## src/rtl/sim_run_ctrl_pkg.sv

```systemverilog
// Shared types and default addresses for the simulation run controller.
package sim_run_ctrl_pkg;

    typedef enum logic [1:0] {
        ST_HOLD,
        ST_RUN,
        ST_DONE,
        ST_TIMEOUT
    } run_state_e;

    localparam logic [31:0] DEF_TOHOST_ADDR  = 32'h0000_1000;
    localparam logic [31:0] DEF_CONSOLE_ADDR = 32'h0000_1004;

    // Wide enough for the largest supported RESET_CYCLES (255).
    localparam int HOLD_CNT_W = 8;

endpackage

```

## src/rtl/sim_run_ctrl_if.sv

```systemverilog
// CPU data-bus write port plus console character stream.
interface sim_run_ctrl_if #(
    parameter int ADDR_W = 32,
    parameter int DATA_W = 32
) ();

    logic              mem_we;
    logic [ADDR_W-1:0] mem_addr;
    logic [DATA_W-1:0] mem_wdata;
    logic              con_valid;
    logic [7:0]        con_data;
    logic              con_ready;
    logic              con_overflow;

    // master: the CPU side plus the console sink; slave: the run controller.
    modport master (
        output mem_we, mem_addr, mem_wdata, con_ready,
        input  con_valid, con_data, con_overflow
    );

    modport slave (
        input  mem_we, mem_addr, mem_wdata, con_ready,
        output con_valid, con_data, con_overflow
    );

endinterface

```

## src/rtl/sync_fifo.sv

```systemverilog
// First-word-fall-through synchronous FIFO with a sticky overflow flag.
module sync_fifo #(
    parameter int WIDTH = 8,
    parameter int DEPTH = 16
) (
    input  logic             clk,
    input  logic             rst_n,
    input  logic             push,
    input  logic [WIDTH-1:0] push_data,
    input  logic             pop_ready,
    output logic             valid,
    output logic [WIDTH-1:0] head,
    output logic             overflow
);

    localparam int AW = $clog2(DEPTH);

    logic [WIDTH-1:0] mem [DEPTH];
    logic [AW:0]      wr_ptr, rd_ptr;
    logic             empty, full, pop, wr_en;

    // Extra pointer MSB distinguishes full from empty.
    assign empty = (wr_ptr == rd_ptr);
    assign full  = (wr_ptr[AW] != rd_ptr[AW]) && (wr_ptr[AW-1:0] == rd_ptr[AW-1:0]);
    assign valid = !empty;
    assign head  = empty ? '0 : mem[rd_ptr[AW-1:0]];
    assign pop   = valid && pop_ready;
    // A simultaneous pop frees the slot, so a push while full still lands.
    assign wr_en = push && (!full || pop);

    always_ff @(posedge clk or negedge rst_n) begin
        if (!rst_n) begin
            wr_ptr   <= '0;
            rd_ptr   <= '0;
            overflow <= 1'b0;
        end else begin
            if (wr_en) wr_ptr <= wr_ptr + 1'b1;
            if (pop)   rd_ptr <= rd_ptr + 1'b1;
            if (push && !wr_en) overflow <= 1'b1;
        end
    end

    always_ff @(posedge clk) begin
        if (wr_en) mem[wr_ptr[AW-1:0]] <= push_data;
    end

endmodule

```

## src/rtl/sim_run_ctrl.sv

```systemverilog
// Holds the CPU in reset, runs it, watches the tohost mailbox and timeout,
// and buffers console characters written by the CPU.
module sim_run_ctrl
    import sim_run_ctrl_pkg::*;
#(
    parameter int                ADDR_W         = 32,
    parameter int                DATA_W         = 32,
    parameter logic [ADDR_W-1:0] TOHOST_ADDR    = ADDR_W'(DEF_TOHOST_ADDR),
    parameter logic [ADDR_W-1:0] CONSOLE_ADDR   = ADDR_W'(DEF_CONSOLE_ADDR),
    parameter int                RESET_CYCLES   = 4,
    parameter int                TIMEOUT_CYCLES = 20000,
    parameter int                CNT_W          = 32,
    parameter int                CON_DEPTH      = 16
) (
    input  logic              clk,
    input  logic              rst_n,
    sim_run_ctrl_if.slave     bus,
    output logic              cpu_rst,
    output logic [CNT_W-1:0]  cycle_cnt,
    output logic              done,
    output logic              pass,
    output logic              timeout,
    output logic [DATA_W-2:0] exit_code
);

    run_state_e            state_q, state_d;
    logic [HOLD_CNT_W-1:0] hold_cnt;
    logic                  term_wr, con_wr, to_hit;

    assign term_wr = bus.mem_we && (bus.mem_addr == TOHOST_ADDR) && bus.mem_wdata[0];
    assign con_wr  = (state_q == ST_RUN) && bus.mem_we && (bus.mem_addr == CONSOLE_ADDR);
    assign to_hit  = (TIMEOUT_CYCLES != 0) && (cycle_cnt == CNT_W'(TIMEOUT_CYCLES - 1));

    always_comb begin
        state_d = state_q;
        unique case (state_q)
            ST_HOLD: if (hold_cnt == HOLD_CNT_W'(RESET_CYCLES - 1)) state_d = ST_RUN;
            // A terminating write beats a coincident timeout.
            ST_RUN: begin
                if (term_wr)     state_d = ST_DONE;
                else if (to_hit) state_d = ST_TIMEOUT;
            end
            default: state_d = state_q;
        endcase
    end

    always_ff @(posedge clk or negedge rst_n) begin
        if (!rst_n) begin
            state_q   <= ST_HOLD;
            hold_cnt  <= '0;
            cycle_cnt <= '0;
            exit_code <= '0;
        end else begin
            state_q <= state_d;
            if (state_q == ST_HOLD) hold_cnt <= hold_cnt + 1'b1;
            if (state_q == ST_RUN) begin
                if (cycle_cnt != '1) cycle_cnt <= cycle_cnt + 1'b1;
                if (term_wr)         exit_code <= bus.mem_wdata[DATA_W-1:1];
            end
        end
    end

    assign cpu_rst = (state_q != ST_RUN);
    assign done    = (state_q == ST_DONE) || (state_q == ST_TIMEOUT);
    assign pass    = (state_q == ST_DONE) && (exit_code == '0);
    assign timeout = (state_q == ST_TIMEOUT);

    sync_fifo #(
        .WIDTH (8),
        .DEPTH (CON_DEPTH)
    ) u_con_fifo (
        .clk       (clk),
        .rst_n     (rst_n),
        .push      (con_wr),
        .push_data (bus.mem_wdata[7:0]),
        .pop_ready (bus.con_ready),
        .valid     (bus.con_valid),
        .head      (bus.con_data),
        .overflow  (bus.con_overflow)
    );

endmodule

```

## src/flat_wrapper.sv

```systemverilog
// flat-port wrapper written by rule: the top's interface ports become plain ports
module sim_run_ctrl_flat import sim_run_ctrl_pkg::*;
#(
    parameter int                ADDR_W         = 32,
    parameter int                DATA_W         = 32,
    parameter logic [ADDR_W-1:0] TOHOST_ADDR    = ADDR_W'(DEF_TOHOST_ADDR),
    parameter logic [ADDR_W-1:0] CONSOLE_ADDR   = ADDR_W'(DEF_CONSOLE_ADDR),
    parameter int                RESET_CYCLES   = 4,
    parameter int                TIMEOUT_CYCLES = 20000,
    parameter int                CNT_W          = 32,
    parameter int                CON_DEPTH      = 16
)
  (clk, rst_n, cpu_rst, cycle_cnt, done, pass, timeout, exit_code, bus_mem_we, bus_mem_addr, bus_mem_wdata, bus_con_ready, bus_con_valid, bus_con_data, bus_con_overflow);
  sim_run_ctrl_if #(.ADDR_W(ADDR_W), .DATA_W(DATA_W)) bus_i ();
  input  logic clk;
  input  logic rst_n;
  output logic cpu_rst;
  output logic [CNT_W-1:0] cycle_cnt;
  output logic done;
  output logic pass;
  output logic timeout;
  output logic [DATA_W-2:0] exit_code;
  input wire logic [$bits(bus_i.mem_we)-1:0] bus_mem_we;
  input wire logic [$bits(bus_i.mem_addr)-1:0] bus_mem_addr;
  input wire logic [$bits(bus_i.mem_wdata)-1:0] bus_mem_wdata;
  input wire logic [$bits(bus_i.con_ready)-1:0] bus_con_ready;
  output wire logic [$bits(bus_i.con_valid)-1:0] bus_con_valid;
  output wire logic [$bits(bus_i.con_data)-1:0] bus_con_data;
  output wire logic [$bits(bus_i.con_overflow)-1:0] bus_con_overflow;
  assign bus_i.mem_we = bus_mem_we;
  assign bus_i.mem_addr = bus_mem_addr;
  assign bus_i.mem_wdata = bus_mem_wdata;
  assign bus_i.con_ready = bus_con_ready;
  assign bus_con_valid = bus_i.con_valid;
  assign bus_con_data = bus_i.con_data;
  assign bus_con_overflow = bus_i.con_overflow;
  sim_run_ctrl #(.ADDR_W(ADDR_W), .DATA_W(DATA_W), .TOHOST_ADDR(TOHOST_ADDR), .CONSOLE_ADDR(CONSOLE_ADDR), .RESET_CYCLES(RESET_CYCLES), .TIMEOUT_CYCLES(TIMEOUT_CYCLES), .CNT_W(CNT_W), .CON_DEPTH(CON_DEPTH)) u_core (.clk(clk), .rst_n(rst_n), .bus(bus_i), .cpu_rst(cpu_rst), .cycle_cnt(cycle_cnt), .done(done), .pass(pass), .timeout(timeout), .exit_code(exit_code));
endmodule
```

## config.mk

```make
export PLATFORM = sky130hd
export DESIGN_NAME = sim_run_ctrl_flat
export DESIGN_NICKNAME = d
export VERILOG_FILES = /design/src/rtl/sim_run_ctrl_pkg.sv /design/src/rtl/sim_run_ctrl_if.sv /design/src/rtl/sync_fifo.sv /design/src/rtl/sim_run_ctrl.sv /design/src/flat_wrapper.sv
export SDC_FILE = /design/constraint.sdc
export NUM_CORES = 1
export LEC_CHECK = 0
export CAP_MARGIN = 0
export CELL_PAD_IN_SITES_DETAIL_PLACEMENT = 1
export CELL_PAD_IN_SITES_GLOBAL_PLACEMENT = 1
export CORE_MARGIN = 3
export CORE_UTILIZATION = 40
export DETAILED_ROUTE_END_ITERATION = 6
export HOLD_SLACK_MARGIN = 0.05
export PLACE_DENSITY = 0.83
export SLEW_MARGIN = 15
export SYNTH_ARGS = -nofsm -noshare
export SYNTH_HDL_FRONTEND = slang
export SYNTH_SLANG_ARGS = --single-unit
```

## constraint.sdc

```tcl
create_clock -name clk -period 3.5 [get_ports clk]
set_clock_uncertainty 0.1 [all_clocks]
set_input_delay 0.525 -clock clk [delete_from_list [all_inputs] [get_ports clk]]
set_output_delay 0.525 -clock clk [all_outputs]
set_load 0.01 [all_outputs]
```

Word-level counts from Yosys, hierarchy flattened
Memories as Yosys holds them, arrays and structs flattened.
Index checks and enable logic that the tools add are counted.
- bits in registers: 84
- bits in writable memories: 128
- bits of input ports: 68
- word-level logic and storage cells: 53
- memories kept: 1
- memories (name ; depth ; bits a word ; rd ports ; clocked after memory_dff ; write ports ; line ; text):
    u_core.u_con_fifo.mem ; 16 ; 8 ; 1 ; 0 ; 1 ; sync_fifo.sv:18 ; logic [WIDTH-1:0] mem [DEPTH];
- add/sub/neg operators: 4
- equality and inequality tests: 14
- multiplexer cells: 7
- reduce and logical (&&, ||, !) cells: 20
- operators with widths (kind ; number):
    32-bit by 13-bit == test with 1-bit output, second input constant ; 2
    32-bit by 1-bit adder with 32-bit output, second input constant ; 1
    32-bit by 15-bit == test with 1-bit output, second input constant ; 1
    32-bit != test, second input constant ; 1
    31-bit logical NOT ; 1
    5-bit by 1-bit adder with 5-bit output, second input constant ; 2
    1-bit logical AND ; 9
    8-bit by 1-bit adder with 8-bit output, second input constant ; 1
    8-bit by 2-bit == test with 1-bit output, second input constant ; 1
    8-bit 2-to-1 mux ; 1
    2-bit 2-to-1 mux ; 3
    5-bit == test ; 1
    2-bit == test, second input constant ; 2
    4-bit == test ; 1
    2-bit by 1-bit != test with 1-bit output, second input constant ; 2
    2-bit one-hot mux with 2 select lines ; 1
    2-bit AND reduction ; 2
    1-bit logical NOT ; 3
    3-bit by 1-bit != test with 1-bit output, second input constant ; 1
    3-bit AND reduction ; 1
    2-bit by 1-bit == test with 1-bit output, second input constant ; 1
    2-bit logical NOT ; 1
    1-bit logical OR ; 2
    1-bit 2-to-1 mux ; 2
    other kinds (2) ; 2

Logic depth before layout (Yosys ltp)
- word-level depth: 7
- mapped depth: 7
- gate-level depth less buffers: 5

Modules after synthesis
Synthesis repeated with hierarchy kept, for this count alone.
- cells, all modules: 556
- area total of the unflattened synthesis: 9039.9 sq um
- modules (own cells, without submodules) (module ; instances ; cells each ; area an instance (sq um) ; sequential area each (sq um)):
    sync_fifo ; 1 ; 271 ; 5604.1 ; 4119.0
    sim_run_ctrl ; 1 ; 285 ; 3435.8 ; 1826.8

Least setup slack after synthesis
Ideal clock, no wire load.
- path type: input -> register
- start point: input port bus_mem_addr[8]
- end point: memory u_core.u_con_fifo.mem[10][0], enable pin
- setup time: 0.370 ns
- data arrival time: 2.051 ns
- data required time: 3.030 ns
- slack: 0.979 ns
- stages on the path: 5
- buffers on the path: 0
- path through: nor4_1 nand4_1 a2111oi_4 nand3b_1 nor2_1
- word-level cells in the longest chain between the ends: 5
- ends and longest elaborated chain (element ; line ; text):
    start, declared ; flat_wrapper.sv:24 ; input wire logic [$bits(bus_i.mem_addr)-1:0] bus_mem_addr;
    32-bit by 13-bit == test with 1-bit output ; sim_run_ctrl.sv:31 ; assign con_wr = (state_q == ST_RUN) && bus.mem_we && (bus.mem_addr == CONSOLE_ADDR);
    1-bit logical AND ; sim_run_ctrl.sv:31 ;
    1-bit logical AND ; sync_fifo.sv:29 ; assign wr_en = push && (!full || pop);
    1-bit 2-to-1 mux ; sync_fifo.sv:44 ; if (wr_en) mem[wr_ptr[AW-1:0]] <= push_data;
    1-bit 2-to-1 mux (not written as such) ; sync_fifo.sv:44 ;
    end, declared ; sync_fifo.sv:18 ;
Every way passes these cells.

Worst setup path in the final report
- start point: register u_core.u_con_fifo.rd_ptr[0]
- end point: output port bus_con_data[0]
- word-level cells in the longest chain between the ends: 2
- ends and longest elaborated chain (element ; line ; text):
    start, declared ; sync_fifo.sv:19 ; logic [AW:0] wr_ptr, rd_ptr;
    start signal, assigned ; sync_fifo.sv:38 ; if (pop) rd_ptr <= rd_ptr + 1'b1;
    memory 16 x 8 bit / 5-bit == test (equally long branches) ; n/a ;
    8-bit 2-to-1 mux (*) ; sync_fifo.sv:26 ; assign head = empty ? '0 : mem[rd_ptr[AW-1:0]];
    end, declared ; flat_wrapper.sv:28 ; output wire logic [$bits(bus_i.con_data)-1:0] bus_con_data;
Mark *: on every way between the ends. The rest lies on a longest branch, timed or not.

==> results.cfg <==
[synthesis]
avgSynthCellArea_um2 = 16.40
synth-main-ff-cell = edfxtp_1
synth_nets = 631
synth_cells = 556
synth_cell_types = 46
yosys_warnings = 0
yosysSeqAreaShare_pct = 65.19
async_reset_ff_share_pct = 39.62
synth_edf_count = 128
synth_area_mm2 = 0.009120
ys_ff_latch = 212

[layout]
final_common_cell = clkdlybuf4s50_1
most-common-layout-cells = 136 x clkdlybuf4s50_1, 128 x edfxtp_1, 83 x dfrtp_1
fillCellCount = 2075
final_util_pct = 53.34
fin_cells = 1028
finalInstanceArea_mm2 = 0.01178
area_growth_pct = 29.21
final_layout_size_suffix_gt1_share_pct = 15.11
diodes = 0
num-nets-final = 808

[global_routing]
grt_pass1_vias = 6266
grt_overflow = 0
grt_use_total_pct = 18.84
antenna_found_initial = 0
grt_max_degree = 85
grt_pass1_wl_mm = 36.16

[die]
initial_core_util_pct = 41.28
die_w_um = 157.0
dieArea_mm2 = 0.02465
num_rows = 54
design.core.area_mm2 = 0.02209
io_pins = 145
fp.dieH_um = 157.0

[routing]
drtIter0Drc = 254
num_vias = 5643
drc = 0
wl_mm = 23.26
drtPass1Iterations = 4
wl_per_cell_um = 22.63
avgViaCountPerCell = 5.489
ant_nets = 0

[setup_path]
crit_chain = buf_12 -> mux4_1 -> mux4_2 -> and2_1 -> clkdlybuf4s50_1
critPathSlowestCell = mux4_1
endpoint_kind = output port
max_stage_delay_ps = 550
reg2reg_slack_ps = 1010
crit_type = register to output port
crit_fanout = 3
cp.arrival_ps = 2760
cp-start-kind = register
critPathRequiredTime_ps = 2870

[placed_design]
dp.cells = 981
gp_congestion = 0.8195
dp_hpwl_mm = 15.98
place_area_mm2 = 0.01096
numPortBuffers = 144

[sta]
grt_setup_unrepaired = false
finalHoldViolations = 0
setup_viol = 0
worst_pin_slew_ps = 777.4
period_share_pct = 96.75
timing.setup.tns_ps = 0
relSlewSlack_pct = 48.17
fmax_ghz = 0.2953
min_period_ps = 3386
finalMaxSlewViolations = 0

[power]
p_sw_share_pct = 21.22
vdd_drop_max_uv = 322.8
switchingPower_mw = 1.165
intPower_mw = 4.328
power_density_mw_per_mm2 = 466.2
leakage_nw = 4.565
comb_power_share_pct = 8.8
clock_power_share_pct = 42.5
seqPwrFrac_pct = 48.6

[clock_tree]
insertion_delay_ps = 520
cts.sinks = 212
cts_made_buffers = 24
cts_root_buffer = clkbuf_16
cts_htree_levels = 1
cts_tree = yes
clock_tree.buffer_depth = 3
path_clk_slew_ps = 60

[flow_run]
max_cap_violations = 0

[outcome]
status = finished, final reports clean

[min_path]
holdCritPathClass = register to register
==> final cells by class <==
type                            instances  area, µm²  share of cell area, %
Timing Repair Buffer                  174       1764                  14.97
Clock inverter                          8      76.32                 0.6477
Tap cell                              280      350.3                  2.973
Clock buffer                           33      654.4                  5.553
Sequential cell                       212       5947                  50.47
Inverter                                4      15.01                 0.1274
Multi-Input combinational cell        317       2977                  25.26
==> cell families after synthesis <==
logic type	synth area share, %
fa+ha+maj	0.9603
compound gates	0.7135
xor+xnor	4.802
flops	65.19
buf+inv	2.058
mux	14.78
simple gates	11.50
==> power groups by stage <==
stage | clock network (mW) | registers (mW) | logic [mW]
floorplan | 0 | 2.71 | 0.249
detailed placement | 0 | 2.72 | 0.427
finish | 2.34 | 2.67 | 0.486
CTS | 2.40 | 2.67 | 0.465
global route | 2.50 | 2.67 | 0.523
global placement | 0 | 2.71 | 0.409
==> final timing paths <==
check / to / startpoint / depth (start not counted)
hold reg to reg: u_core.u_con_fifo.overflow / u_core.u_con_fifo.overflow / 1
min in group asynchronous: u_core.u_con_fifo.rd_ptr[1] / rst_n / 2
setup / recovery: bus_con_data[0] / u_core.u_con_fifo.rd_ptr[0] / 5
max in group asynchronous: u_core.u_con_fifo.rd_ptr[0] / rst_n / 2
setup reg to reg: u_core.u_con_fifo.mem[3][3] / u_core.state_q[1] / 6
hold / removal: u_core.u_con_fifo.overflow / u_core.u_con_fifo.overflow / 1
==> metrics by stage <==
step	setup WS [ps]	hold WS, ps	power (mW)
floorplan	979.1	129.4	2.962
global placement	515.5	354.2	3.124
detailed placement	433.7	368.5	3.143
CTS	-35.24	143.5	5.537
global route	23.22	393.1	5.697
finish	113.9	374.2	5.493
==> synthesized netlist by cell type (6+ instances only) <==
master    instances  area share (%)
and2_1           13            0.89
and3_1           10            0.69
and4_1            7            0.67
buf_6             6            0.74
clkbuf_1          7            0.29
dfrtp_1          84              23
edfxtp_1        128              42
ha_1              7            0.96
mux2_1           29             3.6
mux4_1           13             3.7
mux4_2           27             6.7
nand2_1          22            0.91
nand3_1          21             1.2
nand4_1          19             1.3
nor2_1           32             1.3
nor3_1           13            0.71
nor4_1           17             1.2
xnor2_1          25             2.4
xor2_1           25             2.4
==> layer usage <==
metal | global-route usage, % | part of all wire (%) | up-vias
met1 | 24.82 | 42 | 2923
li1 | - | - | 2510
met5 | 0 | 0 | -
met3 | 3.684 | 5.0 | 42
met2 | 32.20 | 50 | 168
met4 | 4.919 | 2.3 | 0
==> critical path: cells and delay by family, from the launching register on <==
family,cells,cell delay (ps)
multiplexers,2,1010
buffers and inverters,2,610
flip-flops,1,450
AND/OR/NAND/NOR,1,170
==> registers in the layout, indices dropped and copies added, names as in the netlist <==
name	count
u_core.u_con_fifo.mem	128
u_core.cycle_cnt	32
u_core.exit_code	31
u_core.hold_cnt	8
u_core.u_con_fifo.rd_ptr	5
u_core.u_con_fifo.wr_ptr	5
u_core.state_q	2
u_core.u_con_fifo.overflow	1
==> timing repair <==
action                                 4_1_cts  5_1_grt
hold buffers                                 0        1
setup endpoints to repair                    7        3
buffers inserted                             1        3
endpoints found under the hold margin        0       20
cloned                                       1        0
gates resized for setup                     10        4
(Power assumes the default switching activity.)
